[config.mk]
export PLATFORM = sky130hd
export DESIGN_NAME = bus_timer_port
export DESIGN_NICKNAME = d
export VERILOG_FILES = /design/src/rtl/bus_timer_port.sv
export SDC_FILE = /design/constraint.sdc
export NUM_CORES = 1
export LEC_CHECK = 0
export ABC_AREA = 1
export BUFFER_PORTS_ARGS = -buffer_cell sky130_fd_sc_hd__buf_2
export CELL_PAD_IN_SITES_DETAIL_PLACEMENT = 1
export CELL_PAD_IN_SITES_GLOBAL_PLACEMENT = 1
export CORE_UTILIZATION = 39
export CTS_BUF_LIST = sky130_fd_sc_hd__clkbuf_16
export CTS_CLUSTER_SIZE = 28
export DETAILED_ROUTE_END_ITERATION = 7
export GPL_TIMING_DRIVEN = 0
export HOLD_SLACK_MARGIN = 0.02
export PLACE_DENSITY_LB_ADDON = 0.3
export SKIP_CTS_REPAIR_TIMING = 1
export SLEW_MARGIN = 30
export SYNTH_ARGS = -nofsm -noshare
export SYNTH_HDL_FRONTEND = slang
export SYNTH_SLANG_ARGS = --single-unit
[constraint.sdc]
create_clock -name CLK -period 2.01 [get_ports CLK]
set_input_delay 0.3015 -clock CLK [delete_from_list [all_inputs] [get_ports CLK]]
set_output_delay 0.3015 -clock CLK [all_outputs]
set_load 0.02 [all_outputs]
[src/rtl/bus_timer_port.sv]
// -----------------------------------------------------------------------------
// bus_timer_port
//   Memory-mapped responder on the mc6502 CPU bus: an 8-bit bidirectional I/O
//   port (ORA data + DDRA direction) and an 8-bit interval timer with a
//   selectable 1/8/64/1024 prescaler and an underflow flag.
//
//   Read data is combinational within the addressed cycle; writes commit on
//   the CLK edge that ends the cycle.
//
//   Register map (ADDR[2:0]):
//     0  R/W  ORA     read = (PA_IN & ~DDRA) | (ORA & DDRA)
//     1  R/W  DDRA    1 = output
//     2  R    INTIM   timer count; the read clears the flag at the clock edge
//     3  R    TIMSTAT {flag, 7'b0}
//     4-7 W   load timer, prescale 1/8/64/1024; ADDR[3] = interrupt enable
//
// Ports:
//   CLK     clock
//   RES     asynchronous active-high reset
//   CS      chip select from the external address decoder
//   RW      1 = CPU read, 0 = CPU write
//   ADDR    register select (low address bits)
//   DB_IN   CPU write data
//   DB_OUT  read data, combinational, 8'h00 when not reading
//   PA_IN   port pin input
//   PA_OUT  port output value (ORA)
//   PA_OE   port output enable (DDRA)
//   IRQ_N   active-low interrupt request
//
// Build option:
//   BUS_TIMER_PORT_IRQ_EN  when defined, IE is implemented and
//                          IRQ_N = ~(flag & IE), registered. When undefined,
//                          IRQ_N is tied high and ADDR[3] is ignored.
// -----------------------------------------------------------------------------
module bus_timer_port #(
    parameter logic [7:0] P_ORA_INIT  = 8'h00,
    parameter logic [7:0] P_DDRA_INIT = 8'h00,
    parameter logic [7:0] P_TIM_INIT  = 8'h00
) (
    input  logic       CLK,
    input  logic       RES,
    input  logic       CS,
    input  logic       RW,
    input  logic [3:0] ADDR,
    input  logic [7:0] DB_IN,
    output logic [7:0] DB_OUT,
    input  logic [7:0] PA_IN,
    output logic [7:0] PA_OUT,
    output logic [7:0] PA_OE,
    output logic       IRQ_N
);

    logic [7:0] ora;
    logic [7:0] ddra;
    logic [7:0] count;
    logic [1:0] sel;
    logic [9:0] pre_cnt;
    logic [9:0] pre_limit;
    logic       flag;
    logic       free_run;

    logic rd;
    logic wr;
    logic tim_wr;
    logic intim_rd;
    logic tick;
    logic set_flag;
    logic flag_nxt;

    assign rd       = CS & RW;
    assign wr       = CS & ~RW;
    assign tim_wr   = wr & ADDR[2];
    assign intim_rd = rd & (ADDR[2:0] == 3'd2);

    always_comb begin
        pre_limit = 10'd1023;
        case (sel)
            2'd0:    pre_limit = 10'd0;
            2'd1:    pre_limit = 10'd7;
            2'd2:    pre_limit = 10'd63;
            default: pre_limit = 10'd1023;
        endcase
    end

    // After the first underflow the timer free-runs at one decrement per
    // clock; only that first underflow raises the flag.
    assign tick     = free_run | (pre_cnt == pre_limit);
    assign set_flag = tick & ~free_run & (count == 8'h00);

    // Priority: timer write clears, then a flag set beats an INTIM read clear.
    assign flag_nxt = tim_wr   ? 1'b0 :
                      set_flag ? 1'b1 :
                      intim_rd ? 1'b0 : flag;

    always_ff @(posedge CLK or posedge RES) begin
        if (RES) begin
            ora      <= P_ORA_INIT;
            ddra     <= P_DDRA_INIT;
            count    <= P_TIM_INIT;
            sel      <= 2'd3;
            pre_cnt  <= 10'd0;
            flag     <= 1'b0;
            free_run <= 1'b0;
        end else begin
            if (wr && ADDR[2:0] == 3'd0) ora  <= DB_IN;
            if (wr && ADDR[2:0] == 3'd1) ddra <= DB_IN;

            flag <= flag_nxt;

            if (tim_wr) begin
                count    <= DB_IN;
                sel      <= ADDR[1:0];
                pre_cnt  <= 10'd0;
                free_run <= 1'b0;
            end else begin
                pre_cnt <= tick ? 10'd0 : pre_cnt + 10'd1;
                // 8'h00 - 1 wraps to 8'hFF, covering both underflow and
                // free-run wrap.
                if (tick) count <= count - 8'd1;
                if (set_flag) free_run <= 1'b1;
            end
        end
    end

`ifdef BUS_TIMER_PORT_IRQ_EN
    logic ie;
    logic ie_nxt;

    assign ie_nxt = tim_wr ? ADDR[3] : ie;

    always_ff @(posedge CLK or posedge RES) begin
        if (RES) begin
            ie    <= 1'b0;
            IRQ_N <= 1'b1;
        end else begin
            ie    <= ie_nxt;
            IRQ_N <= ~(flag_nxt & ie_nxt);
        end
    end
`else
    logic unused_addr3;

    assign unused_addr3 = ADDR[3];
    assign IRQ_N        = 1'b1;
`endif

    always_comb begin
        DB_OUT = 8'h00;
        if (rd) begin
            case (ADDR[2:0])
                3'd0:    DB_OUT = (PA_IN & ~ddra) | (ora & ddra);
                3'd1:    DB_OUT = ddra;
                3'd2:    DB_OUT = count;
                3'd3:    DB_OUT = {flag, 7'b0};
                default: DB_OUT = 8'h00;
            endcase
        end
    end

    assign PA_OUT = ora;
    assign PA_OE  = ddra;

endmodule

**Word-level counts from Yosys, hierarchy flattened**

Index checks and enable logic that the tools add are counted.

- Flip-flop bits (word level): 38
- Input port bits: 24
- Output and inout port bits: 25
- Logic and storage cells: 48

- $add $sub $neg: 2
- Eq/ne operators: 6
- Muxes and demuxes: 12
- Bitwise operators: 13
- Reduce and logical (&&, ||, !) cells: 8

Operators by type and width:

| kind | count |
|---|---|
| $pmux 8 s4 | 1 |
| $pmux 10 s3 | 1 |
| $mux 8 | 3 |
| $mux 10 | 2 |
| $and 8x8->8 | 2 |
| $add 10x1->10 const B | 1 |
| $eq 10x10->1 | 1 |
| $logic_not 8->1 | 1 |
| $not 8->8 | 1 |
| $or 8x8->8 | 1 |
| $sub 8x1->8 const B | 1 |
| $and 1x1->1 | 6 |
| $eq 3x2->1 const B | 2 |
| $mux 1 | 5 |
| $reduce_bool 2->1 | 2 |
| $eq 3x1->1 const B | 1 |
| $logic_not 3->1 | 1 |
| $reduce_bool 3->1 | 1 |
| $eq 2x1->1 const B | 1 |
| $eq 2x2->1 const B | 1 |
| $logic_and 1x1->1 | 2 |
| $logic_not 2->1 | 1 |
| $not 1->1 | 2 |
| $or 1x1->1 | 1 |

**Logic depth before layout (Yosys ltp)**

- Word-level depth: 8
- Gate-level depth with buffers: 10
- Mapped depth without buffers: 10

**Worst setup path before layout**

OpenSTA, ideal clock, no wires.

- Kind: input-to-output
- From: input port ADDR[0]
- To: output port DB_OUT[0]
- Data arrival time: 1167 ps
- Slack: 541 ps
- Cell stages on the path: 5
- Path through: nor3_1 -> inv_1 -> a21oi_1 -> nor2_1 -> nor2_1

- Word-level cells in the longest chain between the ends: 3
- Elaborated cells between the ends (all ways): 6
- Classes of those cells: eq/ne: 3; mux: 2; reduce/logical: 1

RTL lines:

| item | RTL line | source |
|---|---|---|
| start, declared | 44 | `input logic [3:0] ADDR,` |
| $eq 3x2->1 (tied with other cells) | 150 | `case (ADDR[2:0])` |
| $pmux 8 s4 (*) | 150 |  |
| $mux 8 (*) | 149 | `if (rd) begin` |
| end, declared | 46 | `output logic [7:0] DB_OUT,` |

Every way passes the cells marked *; elsewhere a longest branch is shown, timed or not.

**Worst setup path in the final report**

- From: input port ADDR[2]
- To: output port DB_OUT[6]

Same word-level chain as after synthesis.

==> impl_metrics.py <==
metrics = {
    "status": {
        "outcome": "complete, no violations",
    },
    "hold_path": {
        "hold_path_cell_cnt": 3,
        "hold_end": "sel[1]",
        "hp-class": "in -> reg",
        "worst_hold_startpoint": "ADDR[1]",
    },
    "synthesis": {
        "synth_simple_gate_area_share_pct": 31.2,
        "ys_top_cells_by_area": "dfrtp_1 (40%), nand2_1 (14%), inv_1 (7.4%)",
        "post_synth_xor_area_fraction_pct": 2.73,
        "yosysUniqueCellTypes": 27,
        "postSynth.asyncResetShare_pct": 100,
        "ys_ff_latch": 38,
        "synth_top_area_share_pct": 40.1,
        "synth_top_family_by_area": "simple AND/OR/NAND/NOR gates",
        "synth-seq-area-share_pct": 42.5,
        "synth-compound-area-share_pct": 12.3,
        "synth_fp_nets": 333,
        "mux_cell_area_share_after_synthesis_pct": 0,
        "syn_area_per_cell_um2": 7.34,
        "synth.yosys.warnings": 0,
        "post_synth_instance_area_um2": 2250,
        "synth_edf_count": 0,
        "synth_top_cell_by_area": "dfrtp_1",
        "synthCells": 306,
        "synthFlopType": "dfrtp_1",
        "post_synth_fa_ha_maj_area_fraction_pct": 1.67,
    },
    "clock_tree": {
        "clockRootBuffer": "clkbuf_16",
        "max-clock-path-buffers": 2,
        "clkSinkCount": 38,
        "ctsHtreeMaxLevel": 2,
        "numCtsBuffers": 5,
        "cts.reportedPaths.clkPinSlew_ns": 0.05,
        "worst_skew_pair.late_latency_ns": 0.28,
        "tritoncts": "yes",
    },
    "placed_design": {
        "place.gp.congestion": 0.798,
        "detailedPlace.worstSlack_ns": 0.237,
        "port_buffers": 46,
        "post-dp-hpwl_um": 4870,
    },
    "layout": {
        "antenna_cells": 0,
        "layout.area.seq_um2": 953,
        "fillerInstances": 754,
        "drive_above_1_share_pct": 21.0,
        "nNetsFinal": 388,
        "area_growth_syn_to_layout_pct": 21.7,
        "multiInputGateArea_um2": 1080,
    },
    "floorplan": {
        "dieWidth_um": 77.9,
        "start_util_pct": 40.5,
        "placeableCoreArea_um2": 5540,
        "number_of_rows_in_the_core_area": 27,
        "die_area_um2": 6070,
        "floorplan.die.height_um": 77.9,
        "design.portCount": 49,
    },
    "sta": {
        "timing.clock.skew_ns": 0.00215,
        "period_share_pct": 90.6,
        "setup-violations-final": 0,
        "final-max-slew-violation-count": 0,
        "worst_slack_ns": 0.189,
        "final_min_period_ns": 1.82,
        "hold_viol": 0,
        "fmax_mhz": 549,
        "finalSetupTns_ns": 0,
        "rsz_0062_raised_after_global_routing": "false",
    },
    "detailed_routing": {
        "detailedRoute.firstIterationViolations": 121,
        "total_vias_in_the_final_route": 2230,
        "antenna_left": 0,
        "post-route-drc-count": 0,
        "drt_first_pass_iters": 5,
        "detail_route.wirelength_um": 6440,
        "route.detailed.vias_per_inst": 5.14,
        "avgRoutedWirePerCell_um": 14.8,
    },
    "critical_path": {
        "cp.arrival_ns": 1.52,
        "worst-setup-path-type": "in -> out",
        "regToRegStartpoint": "sel[1]",
        "ff_to_ff_setup_slack_ns": 0.33,
        "r2r_end": "pre_cnt[8]",
        "worst-endpoint-required_ns": 1.71,
        "cp-start-kind": "input port",
        "critical_path_peak_fanout": 7,
        "r2r.worst_path.cells": 8,
        "end_kind": "output pin",
    },
    "grt": {
        "grt_pass1_wl_um": 11000,
        "global_route.overflow_total": 0,
        "largest_net_degree_at_the_start_of_global_routing": 25,
        "antenna_found_initial": 0,
        "globalRouteTotalUtil_pct": 23.4,
        "grt_pass1_vias": 2312,
    },
    "power_and_ir_drop": {
        "vdd_drop_max_uv": 545,
        "power.density_cell_area_nw_per_um2": 1140,
        "total_leakage_power_nw": 1.42,
    },
    "run": {
        "timing.max_cap.violations": 0,
    },
}
-- power by group --
group          switching, mW  internal (mW)
logic                  0.760          0.433
clock network          0.306          0.446
registers              0.194          0.964
-- cell usage in the layout (no fill, tap or decap), drive strengths merged --
master	synthesis	final
xor2	4	4
nor2	40	40
conb	1	1
nand3	11	11
xnor2	3	3
nor3	3	3
o22ai	7	7
nand2	85	85
dlygate4sd3	0	1
nand4	14	14
buf	3	50
dfstp	2	2
or2	1	1
a21oi	12	12
inv	44	47
a41oi	1	1
ha	3	3
o21ai	32	32
dfrtp	36	36
clkbuf	4	9
-- cell families (layout without fill, tap and decap cells) --
group	after synthesis	in the layout
AOI/OAI and AO/OA	52	52
xor gates and xnor gates	7	7
adders and majority gates	3	3
buffers and inverters	51	107
DFF	38	38
other	1	1
and+or+nand+nor	154	154
-- final cells by class --
class	count	share of cell area (%)
clock buffer	5	4.58
clock inverter	3	0.412
buffer	7	1.74
sequential	38	34.9
timing repair buffer	48	9.52
inverter	44	6.04
multi-input combinational	217	39.5
tap	72	3.30
-- flip-flops by register name, indices dropped and copies added (netlist names) --
name	flops
flag	1
count	8
free_run	1
pre_cnt	10
PA_OUT	8
PA_OE	8
sel	2
-- metrics by stage --
| step | utilization, % | std cells | power (mW) | area (um^2) | hold slack [ns] |
|---|---|---|---|---|---|
| 6_report | 49.3 | 434 | 3.10 | 2730 | 0.305 |
| 2_1_floorplan | - | 306 | 2.01 | 2250 | 0.419 |
| 3_5_place_dp | 46.7 | 425 | 2.36 | 2590 | 0.295 |
| 5_1_grt | 49.3 | 434 | 3.35 | 2730 | 0.345 |
| 3_3_place_gp | 46.3 | 424 | 2.29 | 2570 | 0.491 |
| 4_1_cts | 49.1 | 433 | 3.12 | 2720 | -0.00386 |
-- critical path: stages --
cell,delay (ns)
buf_2,0.13
nor3_1,0.32
inv_1,0.24
a21oi_1,0.17
nor2_1,0.06
nor2_1,0.11
buf_2,0.20
-- synthesized netlist by cell type, drive strengths merged, types with 2 or more instances --
| cell type | n |
|---|---|
| dfstp | 2 |
| ha | 3 |
| a21oi | 12 |
| o21ai | 32 |
| inv | 44 |
| o22ai | 7 |
| buf | 3 |
| clkbuf | 4 |
| nand3 | 11 |
| xnor2 | 3 |
| nor2 | 40 |
| xor2 | 4 |
| nor3 | 3 |
| nand4 | 14 |
| nand2 | 85 |
| dfrtp | 36 |
-- layer usage --
| metal | wire [um] | up-vias | track usage, % |
|---|---|---|---|
| met5 | 0 | - | 0 |
| met4 | 74 | 0 | 7.36 |
| met3 | 236 | 5 | 4.59 |
| met2 | 3230 | 41 | 40.2 |
| met1 | 2890 | 1099 | 29.5 |
| li1 | - | 1085 | - |
-- how the worst max path moves through the flow --
stage           endpoint  startpoint  cells past startpoint
6_report       DB_OUT[6]     ADDR[2]                      7
5_1_grt        DB_OUT[6]     ADDR[2]                      7
4_1_cts        DB_OUT[6]     ADDR[2]                      7
3_5_place_dp   DB_OUT[1]     ADDR[2]                      7
3_3_place_gp   DB_OUT[2]     ADDR[2]                      7
2_1_floorplan  DB_OUT[0]     ADDR[0]                      5
(Power assumes the default switching activity.)
